===== src/rtl/fetch_queue_if.sv =====
// Fetch-unit bus: instruction-memory request channel plus the IF/ID boundary.
// imem: the request is offered with imem_req and completes on a cycle with imem_req && imem_ack;
// once offered, imem_req and imem_addr hold until that cycle. IF/ID: the head moves on when
// out_valid && !stall.
interface fetch_queue_if;
   logic        imem_req;
   logic [31:0] imem_addr;
   logic        imem_ack;
   logic [31:0] imem_rdata;
   logic        redirect;
   logic [31:0] redirect_pc;
   logic        stall;
   logic        out_valid;
   logic [31:0] out_instr;
   logic [31:0] out_pc;

   modport master (
      output imem_req, imem_addr, out_valid, out_instr, out_pc,
      input  imem_ack, imem_rdata, redirect, redirect_pc, stall
   );

   modport slave (
      input  imem_req, imem_addr, out_valid, out_instr, out_pc,
      output imem_ack, imem_rdata, redirect, redirect_pc, stall
   );
endinterface


===== src/rtl/fetch_queue.sv =====
// IF-stage fetch unit: a PC generator that keeps one instruction-memory request outstanding
// and a DEPTH-entry FIFO of {pc, instr} that feeds the IF/ID boundary.
module fetch_queue #(
   parameter logic [31:0] RESET_PC  = 32'h0000_0000,
   parameter int          DEPTH     = 4,
   parameter logic [31:0] NOP_INSTR = 32'h0000_0013
) (
   input  logic          clock,
   input  logic          reset,
   fetch_queue_if.master fq,
   output logic          dbgState
);
   localparam int PW = $clog2(DEPTH);
   localparam int CW = PW + 1;

   typedef enum logic {FETCH = 1'b0, DISCARD = 1'b1} state_t;

   state_t          state;
   logic [31:0]     pc;
   logic [31:0]     discardAddr;
   logic            pending;
   logic [PW-1:0]   rdPtr;
   logic [PW-1:0]   wrPtr;
   logic [CW-1:0]   count;
   logic [31:0]     instrMem [DEPTH];
   logic [31:0]     pcMem [DEPTH];

   logic            outValid;
   logic            pop;
   logic            push;
   logic            hasRoom;
   logic [CW-1:0]   countEff;

   assign outValid = (count != '0);
   assign pop      = outValid && !fq.stall && !fq.redirect;
   assign countEff = count - CW'(pop);
   assign hasRoom  = (countEff < CW'(DEPTH));
   assign push     = (state == FETCH) && fq.imem_req && fq.imem_ack && !fq.redirect;

   // A request already on the bus stays there until acked, even across a redirect.
   always_comb begin
      fq.imem_req  = 1'b0;
      fq.imem_addr = pc;
      if (!reset) begin
         fq.imem_req = 1'b0;
      end else if (state == DISCARD) begin
         fq.imem_req  = 1'b1;
         fq.imem_addr = discardAddr;
      end else begin
         fq.imem_req = pending || (hasRoom && !fq.redirect);
      end
   end

   assign fq.out_valid = outValid;
   assign fq.out_instr = outValid ? instrMem[rdPtr] : NOP_INSTR;
   assign fq.out_pc    = outValid ? pcMem[rdPtr] : 32'h0;
   assign dbgState     = state;

   always_ff @(posedge clock or negedge reset) begin
      if (!reset) begin
         state       <= FETCH;
         pc          <= RESET_PC;
         discardAddr <= 32'h0;
         pending     <= 1'b0;
         rdPtr       <= '0;
         wrPtr       <= '0;
         count       <= '0;
      end else begin
         case (state)
            FETCH: begin
               pending <= fq.imem_req && !fq.imem_ack;
               // The in-flight word belongs to the old stream; park on its address until it lands.
               if (fq.redirect && pending && !fq.imem_ack) begin
                  state       <= DISCARD;
                  discardAddr <= pc;
               end
            end
            DISCARD: begin
               if (fq.imem_ack) begin
                  state   <= FETCH;
                  pending <= 1'b0;
               end
            end
            default: state <= FETCH;
         endcase

         if (fq.redirect) begin
            count <= '0;
            rdPtr <= '0;
            wrPtr <= '0;
            pc    <= {fq.redirect_pc[31:2], 2'b00};
         end else begin
            if (push) begin
               pc    <= pc + 32'd4;
               wrPtr <= wrPtr + PW'(1);
            end
            if (pop) begin
               rdPtr <= rdPtr + PW'(1);
            end
            count <= count + CW'(push) - CW'(pop);
         end
      end
   end

   always_ff @(posedge clock) begin
      if (push) begin
         instrMem[wrPtr] <= fq.imem_rdata;
         pcMem[wrPtr]    <= pc;
      end
   end
endmodule


===== src/flat_wrapper.sv =====
// flat-port wrapper written by rule: the top's interface ports become plain ports
module fetch_queue_flat 
#(
   parameter logic [31:0] RESET_PC  = 32'h0000_0000,
   parameter int          DEPTH     = 4,
   parameter logic [31:0] NOP_INSTR = 32'h0000_0013
)
  (clock, reset, dbgState, fq_imem_req, fq_imem_addr, fq_out_valid, fq_out_instr, fq_out_pc, fq_imem_ack, fq_imem_rdata, fq_redirect, fq_redirect_pc, fq_stall);
  fetch_queue_if fq_i ();
  input  logic clock;
  input  logic reset;
  output logic dbgState;
  output wire logic [$bits(fq_i.imem_req)-1:0] fq_imem_req;
  output wire logic [$bits(fq_i.imem_addr)-1:0] fq_imem_addr;
  output wire logic [$bits(fq_i.out_valid)-1:0] fq_out_valid;
  output wire logic [$bits(fq_i.out_instr)-1:0] fq_out_instr;
  output wire logic [$bits(fq_i.out_pc)-1:0] fq_out_pc;
  input wire logic [$bits(fq_i.imem_ack)-1:0] fq_imem_ack;
  input wire logic [$bits(fq_i.imem_rdata)-1:0] fq_imem_rdata;
  input wire logic [$bits(fq_i.redirect)-1:0] fq_redirect;
  input wire logic [$bits(fq_i.redirect_pc)-1:0] fq_redirect_pc;
  input wire logic [$bits(fq_i.stall)-1:0] fq_stall;
  assign fq_imem_req = fq_i.imem_req;
  assign fq_imem_addr = fq_i.imem_addr;
  assign fq_out_valid = fq_i.out_valid;
  assign fq_out_instr = fq_i.out_instr;
  assign fq_out_pc = fq_i.out_pc;
  assign fq_i.imem_ack = fq_imem_ack;
  assign fq_i.imem_rdata = fq_imem_rdata;
  assign fq_i.redirect = fq_redirect;
  assign fq_i.redirect_pc = fq_redirect_pc;
  assign fq_i.stall = fq_stall;
  fetch_queue #(.RESET_PC(RESET_PC), .DEPTH(DEPTH), .NOP_INSTR(NOP_INSTR)) u_core (.clock(clock), .reset(reset), .fq(fq_i), .dbgState(dbgState));
endmodule

===== config.mk =====
export PLATFORM = sky130hd
export DESIGN_NAME = fetch_queue_flat
export DESIGN_NICKNAME = d
export VERILOG_FILES = /design/src/rtl/fetch_queue_if.sv /design/src/rtl/fetch_queue.sv /design/src/flat_wrapper.sv
export SDC_FILE = /design/constraint.sdc
export NUM_CORES = 1
export LEC_CHECK = 0
export CORE_MARGIN = 2
export CORE_UTILIZATION = 30
export CTS_CLUSTER_DIAMETER = 30
export DETAILED_ROUTE_END_ITERATION = 6
export PLACE_DENSITY = 0.59
export SLEW_MARGIN = 0
export SYNTH_ARGS = -nofsm -noshare
export SYNTH_HDL_FRONTEND = slang
export SYNTH_SLANG_ARGS = --single-unit

===== constraint.sdc =====
create_clock -name clock -period 10.2 [get_ports clock]
set_clock_uncertainty 0.1 [all_clocks]
set_input_delay 2.04 -clock clock [delete_from_list [all_inputs] [get_ports clock]]
set_output_delay 2.04 -clock clock [all_outputs]
set_load 0.03 [all_outputs]

==> impl_metrics.toml <==
[run_status]
status = "finished, final reports clean"

[sta]
rsz0062_at_grt = "false"
fin_crit_sh = 0.651
setup_slack_ns = 3.56
drv_slew = 0
hold_viol = 0
finalSetupTns_ns = 0
clock.fmax_mhz = 151
maxSlewHeadroom = 0.269
worst_pin_slew_ns = 1.10
finalSetupViolations = 0
fin_crit_ns = 6.64

[synth]
yosys_warnings = 0
synthArstFlopShare = 0.218
syn-instance-count = 757
synthFlopType = "edfxtp_1"
synth_seq_area_share = 0.696
ys_types = 48
synth_edf_count = 248
postSynthRegisterBits = 317
synthesis.area_um2 = 13200
synth_area_per_cell_um2 = 17.4

[pwr]
p_leak_nw = 6.15
power.total_w = 0.00516
powerDensity_nw_per_um2 = 288
irDropWorstVdd_mv = 0.129

[place]
io_buffers = 161
dp_hpwl_um = 17200
pre_cts_slack_ns = 3.55
gp_congestion = 0.714

[critical_path]
slowest_stage = "clkdlybuf4s50_1"
critical_path_class = "primary input to output pin"
crit_start = "fq_redirect"
path_cells = "buf_2, buf_4, nor3_1, ha_1, and2b_2, xnor2_1, a211o_1, and2_1, clkdlybuf4s50_1"
arrival_ns = 4.50
crit_path_end_kind = "output pin"
crit_fanout = 61
crit_buf_inv = 3
critPathLaunchType = "primary input"
rr_worst_depth = 8
rrSetupSlack_ns = 6.41
max_stage_delay_ns = 0.60
worstPathRequired_ns = 8.06
r2r-start = "u_core.count[1]"
critPathTopFamily = "buffers and inverters"
reg2reg_to = "u_core.instrMem[2][0]"

[cells_and_area]
mostFrequentLayoutCells = "edfxtp_1 (248), clkdlybuf4s50_1 (159), clkbuf_16 (76)"
syn_to_final_growth_pct = 36.1
layout_commonest_cell = "edfxtp_1"
n_fill_cell = 3968
final_nets = 1038
regArea_um2 = 9180
diodes = 0
drive_gt1_frac = 0.263
multi_input_area_um2 = 3780

[floorplan]
start_util = 0.305
die_width_um = 214
num_rows = 76
core_um2 = 43200
die_area_um2 = 45600
die-height_um = 214
io_pins = 168

[global_routing]
grt_pass1_wl_um = 47000
grt-ovfl-total = 0
antenna_found_initial = 1
grt_max_degree = 66
grt_pass1_vias = 8071
grt_use_total = 0.139

[clocking]
ctsRootBufferMaster = "clkbuf_16"
cts_buffer_depth = 3
cts_tree = "built"
ctsResizeCount = 0
cts_buffers = 74
cts-hold-fix-buffers = 0
clk_latency_ns = 0.57
path_clk_slew_ns = 0.04
clock-sinks = 317
h-tree-depth = 3
post_cts_buffers = 0

[detailed_routing]
postRouteAntennaNets = 0
via_count = 7373
drtPass1Iterations = 4
vias_per_cell = 4.59
wl_per_cell_um = 19.3
routed_wl_um = 31000
remaining_drc_errors = 0
drtIter0Drc = 368

[worst_hold_path]
hold-path-cell-count = 1
min_to = "u_core.discardAddr[6]"
holdCritPathClass = "flop to flop"
min_from = "u_core.discardAddr[6]"

[job]
cap_violations = 0
cell families (layout without fill, tap and decap cells):
logic type               count (synthesis)  count (layout)  share of synthesized area
other                                    1               4                   0.000285
multiplexers                           129             129                      0.163
flip-flops                             317             317                      0.696
buffers and inverters                   56             316                     0.0194
AO/OA/AOI/OAI                           31              31                     0.0135
AND/OR/NAND/NOR                        182             182                     0.0773
adder cells (fa/ha/maj)                  9               9                    0.00912
XOR/XNOR                                32              32                     0.0213
flip-flops by register name (all words and copies together), names as in the netlist:
name / cells
u_core.dbgState: 1
u_core.pending: 1
u_core.pc: 30
u_core.instrMem: 128
u_core.discardAddr: 30
u_core.wrPtr: 2
u_core.pcMem: 120
u_core.count: 3
u_core.rdPtr: 2
area by class of cell:
cell class,instances,share of cell area
Tap cell,585,0.0408
Inverter,12,0.00251
Clock buffer,93,0.112
Timing Repair Buffer,168,0.0923
Multi-Input combinational cell,387,0.211
Clock inverter,43,0.0295
Sequential cell,317,0.512
synthesized netlist by cell type, drive strengths merged, types with 2 or more instances:
cell	instances	area, um2
nand3	12	65.1
ha	8	100
nor4	12	75.1
nand2	38	143
nor3	12	60.1
and4	6	56.3
inv	12	45.0
mux2	64	721
mux4	62	1400
nand4	6	37.5
mux2i	3	30.0
edfxtp	248	7450
nor2b	61	382
o21ai	22	110
xor2	7	61.3
a21oi	3	15.0
and2	6	38.8
buf	17	109
nor2	17	63.8
or4	2	18.8
or2	3	18.8
dfrtp	69	1730
clkbuf	27	101
xnor2	25	219
worst register-to-register path, stage by stage, from the launching register on:
cell and delay [ns]:
dfrtp_1 0.44, nor3_2 0.19, buf_4 0.72, nor3_1 0.16, ha_1 0.25, or4b_2 0.21, o211ai_2 0.09, nor2_1 0.27
and2_4 0.91
where the power goes:
group          internal [W]  switching (W)
Clock               0.00167       0.000710
Sequential          0.00152       0.000123
Combinational      0.000532       0.000608
metrics by stage:
| stage | cells | cell area [um2] | utilization | hold WS [ns] |
|---|---|---|---|---|
| floorplan | 760 | 13200 | - | 0.377 |
| global placement | 1469 | 15400 | 0.357 | 0.386 |
| finish | 1605 | 17900 | 0.416 | 0.399 |
| detailed placement | 1469 | 15400 | 0.357 | 0.392 |
| global route | 1605 | 17900 | 0.416 | 0.417 |
| CTS | 1605 | 17900 | 0.416 | 0.401 |
layer usage:
metal  vias to the layer above  global-route usage  part of all wire
met5                         -                   0           0.00032
met3                        63              0.0458             0.062
met1                      3774               0.179              0.45
met4                         2              0.0551             0.024
met2                       198               0.217              0.46
li1                       3336                   -                 -
worst max-delay path by stage:
stage | to | cells after the start
after floorplan | fq_imem_req | 9
after global placement | fq_imem_req | 9
after detailed placement | fq_imem_req | 9
after CTS | fq_imem_req | 9
after global routing | fq_imem_req | 9
final | fq_imem_req | 9
Note: power is estimated with default switching activity, not from simulation.
